[src/rtl/cpu_pkg.sv]
// cpu_pkg - definitions shared by the fetch unit and the instruction decoder.
//   fetch_state_e : fetch sequencer states
//   OP_* / FN_*   : opcode and funct encodings seen by the main decoder
//   instr_op()    : opcode field of an instruction word
//   instr_funct() : funct field of an instruction word
package cpu_pkg;

  typedef enum logic [1:0] {
    ST_IDLE  = 2'd0,
    ST_FETCH = 2'd1,
    ST_BUF   = 2'd2,
    ST_DRAIN = 2'd3
  } fetch_state_e;

  localparam logic [5:0] OP_RTYPE = 6'b000000;
  localparam logic [5:0] OP_LW    = 6'b000001;
  localparam logic [5:0] OP_SW    = 6'b000010;
  localparam logic [5:0] OP_ADDI  = 6'b000011;
  localparam logic [5:0] OP_SUBI  = 6'b000100;
  localparam logic [5:0] OP_BEQ   = 6'b000101;
  localparam logic [5:0] OP_J     = 6'b000111;
  localparam logic [5:0] OP_JAL   = 6'b001000;

  localparam logic [5:0] FN_JR    = 6'b001000;

  function automatic logic [5:0] instr_op(input logic [31:0] word);
    return word[31:26];
  endfunction

  function automatic logic [5:0] instr_funct(input logic [31:0] word);
    return word[5:0];
  endfunction

endpackage

[src/rtl/ifid_reg.sv]
// ifid_reg - fetch-to-decode output register with a one-entry skid buffer.
//   clk, rst_n        : clock, async active-low reset
//   flush             : drop the output word and the buffer (redirect)
//   wr_en/wr_instr/wr_pc : newly acked word and its address
//   id_ready          : decode consumes the output word this cycle
//   instr_valid/instr/instr_pc : registered output word
//   slot_free         : output register can take a word this cycle
module ifid_reg
  import cpu_pkg::*;
#(
  parameter int WIDTH = 32
) (
  input  logic             clk,
  input  logic             rst_n,
  input  logic             flush,
  input  logic             wr_en,
  input  logic [31:0]      wr_instr,
  input  logic [WIDTH-1:0] wr_pc,
  input  logic             id_ready,
  output logic             instr_valid,
  output logic [31:0]      instr,
  output logic [WIDTH-1:0] instr_pc,
  output logic             slot_free
);

  logic             valid_q, valid_d;
  logic [31:0]      instr_q, instr_d;
  logic [WIDTH-1:0] pc_q, pc_d;
  logic             buf_valid_q, buf_valid_d;
  logic [31:0]      buf_instr_q, buf_instr_d;
  logic [WIDTH-1:0] buf_pc_q, buf_pc_d;

  assign slot_free   = !valid_q || id_ready;
  assign instr_valid = valid_q;
  assign instr       = instr_q;
  assign instr_pc    = pc_q;

  always_comb begin
    valid_d     = valid_q;
    instr_d     = instr_q;
    pc_d        = pc_q;
    buf_valid_d = buf_valid_q;
    buf_instr_d = buf_instr_q;
    buf_pc_d    = buf_pc_q;
    if (flush) begin
      valid_d     = 1'b0;
      buf_valid_d = 1'b0;
    end else if (slot_free) begin
      // The buffer is always older than any new word, so it drains first.
      if (buf_valid_q) begin
        valid_d     = 1'b1;
        instr_d     = buf_instr_q;
        pc_d        = buf_pc_q;
        buf_valid_d = 1'b0;
      end else if (wr_en) begin
        valid_d = 1'b1;
        instr_d = wr_instr;
        pc_d    = wr_pc;
      end else begin
        valid_d = 1'b0;
      end
    end else if (wr_en) begin
      buf_valid_d = 1'b1;
      buf_instr_d = wr_instr;
      buf_pc_d    = wr_pc;
    end
  end

  always_ff @(posedge clk or negedge rst_n) begin
    if (!rst_n) begin
      valid_q     <= 1'b0;
      instr_q     <= '0;
      pc_q        <= '0;
      buf_valid_q <= 1'b0;
      buf_instr_q <= '0;
      buf_pc_q    <= '0;
    end else begin
      valid_q     <= valid_d;
      instr_q     <= instr_d;
      pc_q        <= pc_d;
      buf_valid_q <= buf_valid_d;
      buf_instr_q <= buf_instr_d;
      buf_pc_q    <= buf_pc_d;
    end
  end

endmodule

[src/rtl/fetch_unit.sv]
// fetch_unit - instruction fetch sequencer: PC, memory request FSM and the
// fetch-to-decode register.
//   clk, rst_n                 : clock, async active-low reset
//   imem_req/imem_addr         : instruction memory request, held until ack
//   imem_ack/imem_rdata        : one-cycle acknowledge with data
//   id_ready                   : decode accepts the current word
//   redirect/redirect_pc       : taken branch/jump pulse and its target
//   instr_valid/instr/instr_pc : word presented to decode
//   pc_plus4                   : instr_pc + 4 (link value)
//   op/funct                   : decoder fields sliced from instr
//
// state    | meaning
// ---------+-------------------------------------------------------------
// ST_IDLE  | just out of reset, no request
// ST_FETCH | request at pc outstanding
// ST_BUF   | output and buffer both full, request paused
// ST_DRAIN | stale request after redirect, waiting for its ack to discard
module fetch_unit
  import cpu_pkg::*;
#(
  parameter int               WIDTH    = 32,
  parameter logic [WIDTH-1:0] RESET_PC = 32'h0000_0000
) (
  input  logic             clk,
  input  logic             rst_n,
  output logic             imem_req,
  output logic [WIDTH-1:0] imem_addr,
  input  logic             imem_ack,
  input  logic [31:0]      imem_rdata,
  input  logic             id_ready,
  input  logic             redirect,
  input  logic [WIDTH-1:0] redirect_pc,
  output logic             instr_valid,
  output logic [31:0]      instr,
  output logic [WIDTH-1:0] instr_pc,
  output logic [WIDTH-1:0] pc_plus4,
  output logic [5:0]       op,
  output logic [5:0]       funct
);

  fetch_state_e     state_q, state_d;
  logic [WIDTH-1:0] pc_q, pc_d;
  logic [WIDTH-1:0] drain_addr_q, drain_addr_d;
  logic             wr_en;
  logic             slot_free;

  always_comb begin
    state_d      = state_q;
    pc_d         = pc_q;
    drain_addr_d = drain_addr_q;
    imem_req     = 1'b0;
    imem_addr    = pc_q;
    wr_en        = 1'b0;
    case (state_q)
      ST_IDLE: state_d = ST_FETCH;
      ST_FETCH: begin
        imem_req = 1'b1;
        if (imem_ack) begin
          if (!redirect) begin
            wr_en   = 1'b1;
            pc_d    = pc_q + WIDTH'(4);
            state_d = slot_free ? ST_FETCH : ST_BUF;
          end
        end else if (redirect) begin
          // pc moves to the target, so the in-flight address is kept aside
          // to hold imem_addr stable until the memory answers.
          drain_addr_d = pc_q;
          state_d      = ST_DRAIN;
        end
      end
      ST_BUF: begin
        if (id_ready || redirect) state_d = ST_FETCH;
      end
      ST_DRAIN: begin
        imem_req  = 1'b1;
        imem_addr = drain_addr_q;
        if (imem_ack) state_d = ST_FETCH;
      end
      default: state_d = ST_IDLE;
    endcase
    if (redirect) pc_d = redirect_pc;
  end

  always_ff @(posedge clk or negedge rst_n) begin
    if (!rst_n) begin
      state_q      <= ST_IDLE;
      pc_q         <= RESET_PC;
      drain_addr_q <= '0;
    end else begin
      state_q      <= state_d;
      pc_q         <= pc_d;
      drain_addr_q <= drain_addr_d;
    end
  end

  ifid_reg #(.WIDTH(WIDTH)) u_ifid (
    .clk         (clk),
    .rst_n       (rst_n),
    .flush       (redirect),
    .wr_en       (wr_en),
    .wr_instr    (imem_rdata),
    .wr_pc       (pc_q),
    .id_ready    (id_ready),
    .instr_valid (instr_valid),
    .instr       (instr),
    .instr_pc    (instr_pc),
    .slot_free   (slot_free)
  );

  assign pc_plus4 = instr_pc + WIDTH'(4);
  assign op       = instr_op(instr);
  assign funct    = instr_funct(instr);

endmodule

[config.mk]
export PLATFORM = sky130hd
export DESIGN_NAME = fetch_unit
export DESIGN_NICKNAME = d
export VERILOG_FILES = /design/src/rtl/cpu_pkg.sv /design/src/rtl/ifid_reg.sv /design/src/rtl/fetch_unit.sv
export SDC_FILE = /design/constraint.sdc
export NUM_CORES = 1
export LEC_CHECK = 0
export ABC_CLOCK_PERIOD_IN_PS = 1900
export CORE_AREA = 2 2 148 150
export DETAILED_ROUTE_END_ITERATION = 10
export DIE_AREA = 0 0 150 152
export PLACE_DENSITY = 0.76
export SYNTH_ARGS = -nofsm -noshare
export SYNTH_HDL_FRONTEND = slang
export SYNTH_SLANG_ARGS = --single-unit
[constraint.sdc]
create_clock -name clk -period 1.9 [get_ports clk]
set_input_delay 0.38 -clock clk [delete_from_list [all_inputs] [get_ports clk]]
set_output_delay 0.38 -clock clk [all_outputs]
set_load 0.1 [all_outputs]
# Yosys cells after proc, flatten, opt, wreduce, memory -nomap -nowiden
# Index checks and enable logic that the tools add are counted.
# Widths: inputs -> output; s select.
# op_classes
n_addsub	2
n_eq_ne	7
n_reduce_logical	15
bitwise_logic	3
mux	26
# op_table
cell	n
$mux 32	8
$add 32x3->32 const B	2
$mux 2	6
$mux 1	11
$reduce_and 3->1	3
$pmux 2 s4	1
$reduce_bool 2->1	4
$ne 3x3->1 const B	2
$eq 2x2->1 const B	2
$ne 2x2->1 const B	2
$reduce_and 4->1	1
$not 1->1	3
$reduce_bool 3->1	1
$eq 2x1->1 const B	1
$logic_not 2->1	1
$logic_or 1x1->1	2
$reduce_and 2->1	1
$reduce_or 2->1	1
$logic_not 1->1	1
# totals
elab_cells	62
inputBits	69
register_bits	196
out_inout_bits	142

# Depth between registers and ports, before layout
# Gate-level depths: netlist of run 1.
# depth
word_depth	7
ltp_mapped	8
mapped_depth_nobuf	5

# Modules after synthesis
# Synthesis of run 1 repeated with hierarchy kept, for this count alone.
# hier_totals
cells_unflattened	771
hier_area_um2	10136.0
# by_module_without_submodules
module	cells_each	area_each_um2	instances
ifid_reg	349	5934.4	1
fetch_unit	422	4201.5	1

# Least setup slack after synthesis of run 1
# OpenSTA, ideal clock, no wires.
# synth_timing
path_type	reg2out
startpoint	reg u_ifid.pc_q[2] (netlist: u_ifid.instr_pc[2])
endpoint	out pc_plus4[26]
n_path_buf	0
stages_incl_launch_ff	6
t_arrival_ns	3.621
slack_ns	-2.101
t_required_ns	1.520
path_cell_list	dfrtp_1 > ha_1 > and4_1 > nand4_1 > nor4_1 > xor2_1
# synth_between
elab_chain_len	1
# synth_lines
item	line	rtl
start, declared	ifid_reg.sv:28	logic [WIDTH-1:0] pc_q, pc_d;
start signal, assigned	ifid_reg.sv:80	pc_q <= pc_d;
$add 32x3->32	fetch_unit.sv:110	assign pc_plus4 = instr_pc + WIDTH'(4);
end, declared	fetch_unit.sv:36	output logic [WIDTH-1:0] pc_plus4,
# No other way between the ends.

# Final worst setup path of run 1
# layout_timing
startpoint	reg u_ifid.pc_q[3] (netlist: u_ifid.instr_pc[3])
endpoint	out pc_plus4[30]
# The elaborated chain is that of the path after synthesis.

==> results of run 1 <==
-- layout by cell type, fill, tap and decap left out, drive strengths merged, types with 3 or more instances in the layout --
cell type / n
or3: 5
clkinv: 8
nand4: 16
nor3: 11
clkdlybuf4s50: 66
a21oi: 65
mux2: 126
clkbuf: 29
nor4: 8
o31ai: 11
o211ai: 5
or2: 4
dfrtp: 196
mux2i: 66
nand2: 43
xor2: 19
nand3: 25
and4: 4
xnor2: 20
o21ai: 18
inv: 12
and3: 4
or4: 23
and2: 3
a31oi: 13
nor2: 86
buf: 325
-- registers in the layout (all words and copies together), names as in the netlist --
name and cells:
u_ifid.buf_valid_q 1, pc_q 32, u_ifid.instr_valid 1, u_ifid.instr_pc 32
u_ifid.buf_instr_q 32, u_ifid.buf_pc_q 32, state_q 2, u_ifid.instr 32
drain_addr_q 32
-- cells by family (layout without fill, tap and decap cells) --
kind of cell,Yosys count,count (layout),synth area share
fa+ha+maj,2,2,0.00261
flops,196,196,0.512
simple gates,235,238,0.121
buf+inv,88,444,0.0433
xor+xnor,39,39,0.0357
compound gates,116,117,0.0680
mux,192,192,0.217
-- critical path: stages (launching register included) --
cell       delay, ps
dfrtp_4          440
ha_4             140
and4_4           230
nand4_1          100
buf_6            150
clkbuf_16        160
nor4_4           160
buf_4            180
xor2_4           170
buf_12           190
-- worst paths after layout --
kind | from | slack (ps) | end
worst max-delay path | u_ifid.instr_pc[3]$_DFFE_PN0P_ | -840 | pc_plus4[30]
worst min-delay path | rst_n | 430 | u_ifid.buf_instr_q[27]$_DFFE_PN0P_
worst max register to register | state_q[1]$_DFFE_PN0P_ | -290 | pc_q[16]$_DFFE_PN0P_
worst min register to register | u_ifid.buf_pc_q[12]$_DFFE_PN0P_ | 510 | u_ifid.buf_pc_q[12]$_DFFE_PN0P_
max in group asynchronous | rst_n | 800 | u_ifid.buf_instr_q[31]$_DFFE_PN0P_
min in group clk | redirect_pc[2] | 500 | pc_q[2]$_DFFE_PN0P_
-- cell type report --
type	instances	area, um^2
fill	1183	4680
timing repair buffer	404	5120
tap	280	350
clock buffer	18	439
multi-input combinational	588	5610
inverter	8	30.0
sequential	196	5000
clock inverter	14	120
-- metrics by stage --
step           setup slack, ps  area (um^2)
2_1_floorplan            -1090        10300
3_3_place_gp              -498        14500
3_5_place_dp              -592        14500
4_1_cts                   -728        15800
5_1_grt                   -909        16700
6_report                  -844        16700
-- where the power goes --
part | leakage [nW] | internal [mW] | switching (mW) | total [mW]
clock network | 0.273 | 1.75 | 1.73 | 3.48
logic | 4.49 | 4.70 | 8.33 | 13.0
registers | 2.31 | 5.19 | 0.731 | 5.92
total | 7.07 | 11.6 | 10.8 | 22.4
-- metal layers --
| metal | wire length (um) | GRT usage | vias to the layer above |
|---|---|---|---|
| li1 | - | - | 3779 |
| met1 | 13100 | 0.347 | 4370 |
| met2 | 17100 | 0.437 | 485 |
| met3 | 2270 | 0.0450 | 151 |
| met4 | 1750 | 0.107 | 0 |
| met5 | 0 | 0 | - |
-- timing repair --
action / in CTS / in global routing
endpoints found under the setup margin: 136 / 237
hold buffers: 1 / 0
gates resized for setup: 91 / 104
hold endpoints to repair: 40 / 0
gates cloned: 6 / 12
pin swaps: 51 / 57
setup buffers: 26 / 25
==> flow_summary.ini, run 1 <==
[global_routing]
first_global_vias = 8587
global_route.overflow_total = 0
grt_util_all_layers = 0.265
grt_pass1_wl_mm = 47.3
grt_max_degree = 69
antenna_found_initial = 0

[power]
ir_drop_v = 0.000933
power_density_nw_per_um2 = 1350
total_power_mw = 22.4
power_leakage_nw = 7.07

[floorplan]
num_rows = 54
core_um2 = 21400
die_x_um = 150
initial_core_util = 0.448
die_area_um2 = 22800
die_h_um = 152
pin_count = 211

[cts]
clock_path_buffers = 2
htreeDepth = 4
clk_latency_ps = 450
cts_sinks = 196
cts_inserted_buffers = 17
cts_root_buffer = clkbuf_16
cts_tree = done
clk_pin_slew_ps = 70

[route]
drtAntennaViolNets = 0
post_drt_wl_per_cell_um = 22.7
drc_errors = 0
vias = 8785
firstDrtPassIters = 5
drt_wl_total_mm = 34.2
viasPerCell = 5.83
first_iter_violations = 643

[status]
violations = negative setup slack
status = finished with violations

[critical_path]
crit_required_ps = 1520
arrival_ps = 2360
cp-end-kind = output port
crit_fanout = 5
worstSetupPathType = reg2out
start_kind = flop
r2r_cells = 6

[logic_synthesis]
ys_async_sr_fraction = 1.00
synth_area_per_cell_um2 = 11.0
yosys_warnings = 0
syn_nets = 939
synth-edff-count = 0
synthTopCellsByArea = dfrtp_1 51%, mux2_2 15%, mux2i_1 6.9%
yosysUniqueCellTypes = 42
synth_top_cell_by_area = dfrtp_1
ys_seq_area_frac = 0.512
synthCells = 868
yosysTopAreaCellShare = 0.512
synth_area_um2 = 9570
ys.flop_type = dfrtp_1
ys_top_cells_by_count = 196 x dfrtp_1, 126 x mux2_2, 86 x nor2_1, 66 x mux2i_1, 65 x a21oi_1
synth_seq_cells = 196
yosysMostFrequentCell = dfrtp_1

[sta]
finalClockSkew_ps = 16.1
worst_slack_ps = -844
finalSetupTns_ps = -30460
finalHoldViolCount = 0
tightest_slew_ps = 452
drv_slew = 0
max_freq_mhz = 364
finalCritPeriodShare = 1.44
fin_crit_ps = 2740
relSlewSlack = 0.698
rsz0062_at_grt = true
fin_hold_ws_ps = 432
setup_viol = 114

[place]
hpwl_mm = 19.4
io_buffers = 210
dp_cells = 1412
place_congestion = 0.885

[run]
maxCapViolCount = 0

[finish]
synthToLayoutAreaGrowth_pct = 74.2
nNetsFinal = 1286
drive_above_1_share = 0.533
num_antenna_cells = 0
final_util = 0.781
final_cells = 1508

[worst_hold_path]
holdCritPathClass = in2async
Note: power is estimated with default switching activity, not from simulation.
==> run 2, diff against run 1 <==
--- a/config.mk
+++ b/config.mk
@@ -6,7 +6,9 @@
 export NUM_CORES = 1
 export LEC_CHECK = 0
 export ABC_CLOCK_PERIOD_IN_PS = 1900
+export CAP_MARGIN = 40
 export CORE_AREA = 2 2 148 150
+export CTS_CLUSTER_SIZE = 20
 export DETAILED_ROUTE_END_ITERATION = 10
 export DIE_AREA = 0 0 150 152
 export PLACE_DENSITY = 0.76
==> results of run 2 <==
Final layout, timing and power as in run 1 (identical DEF).
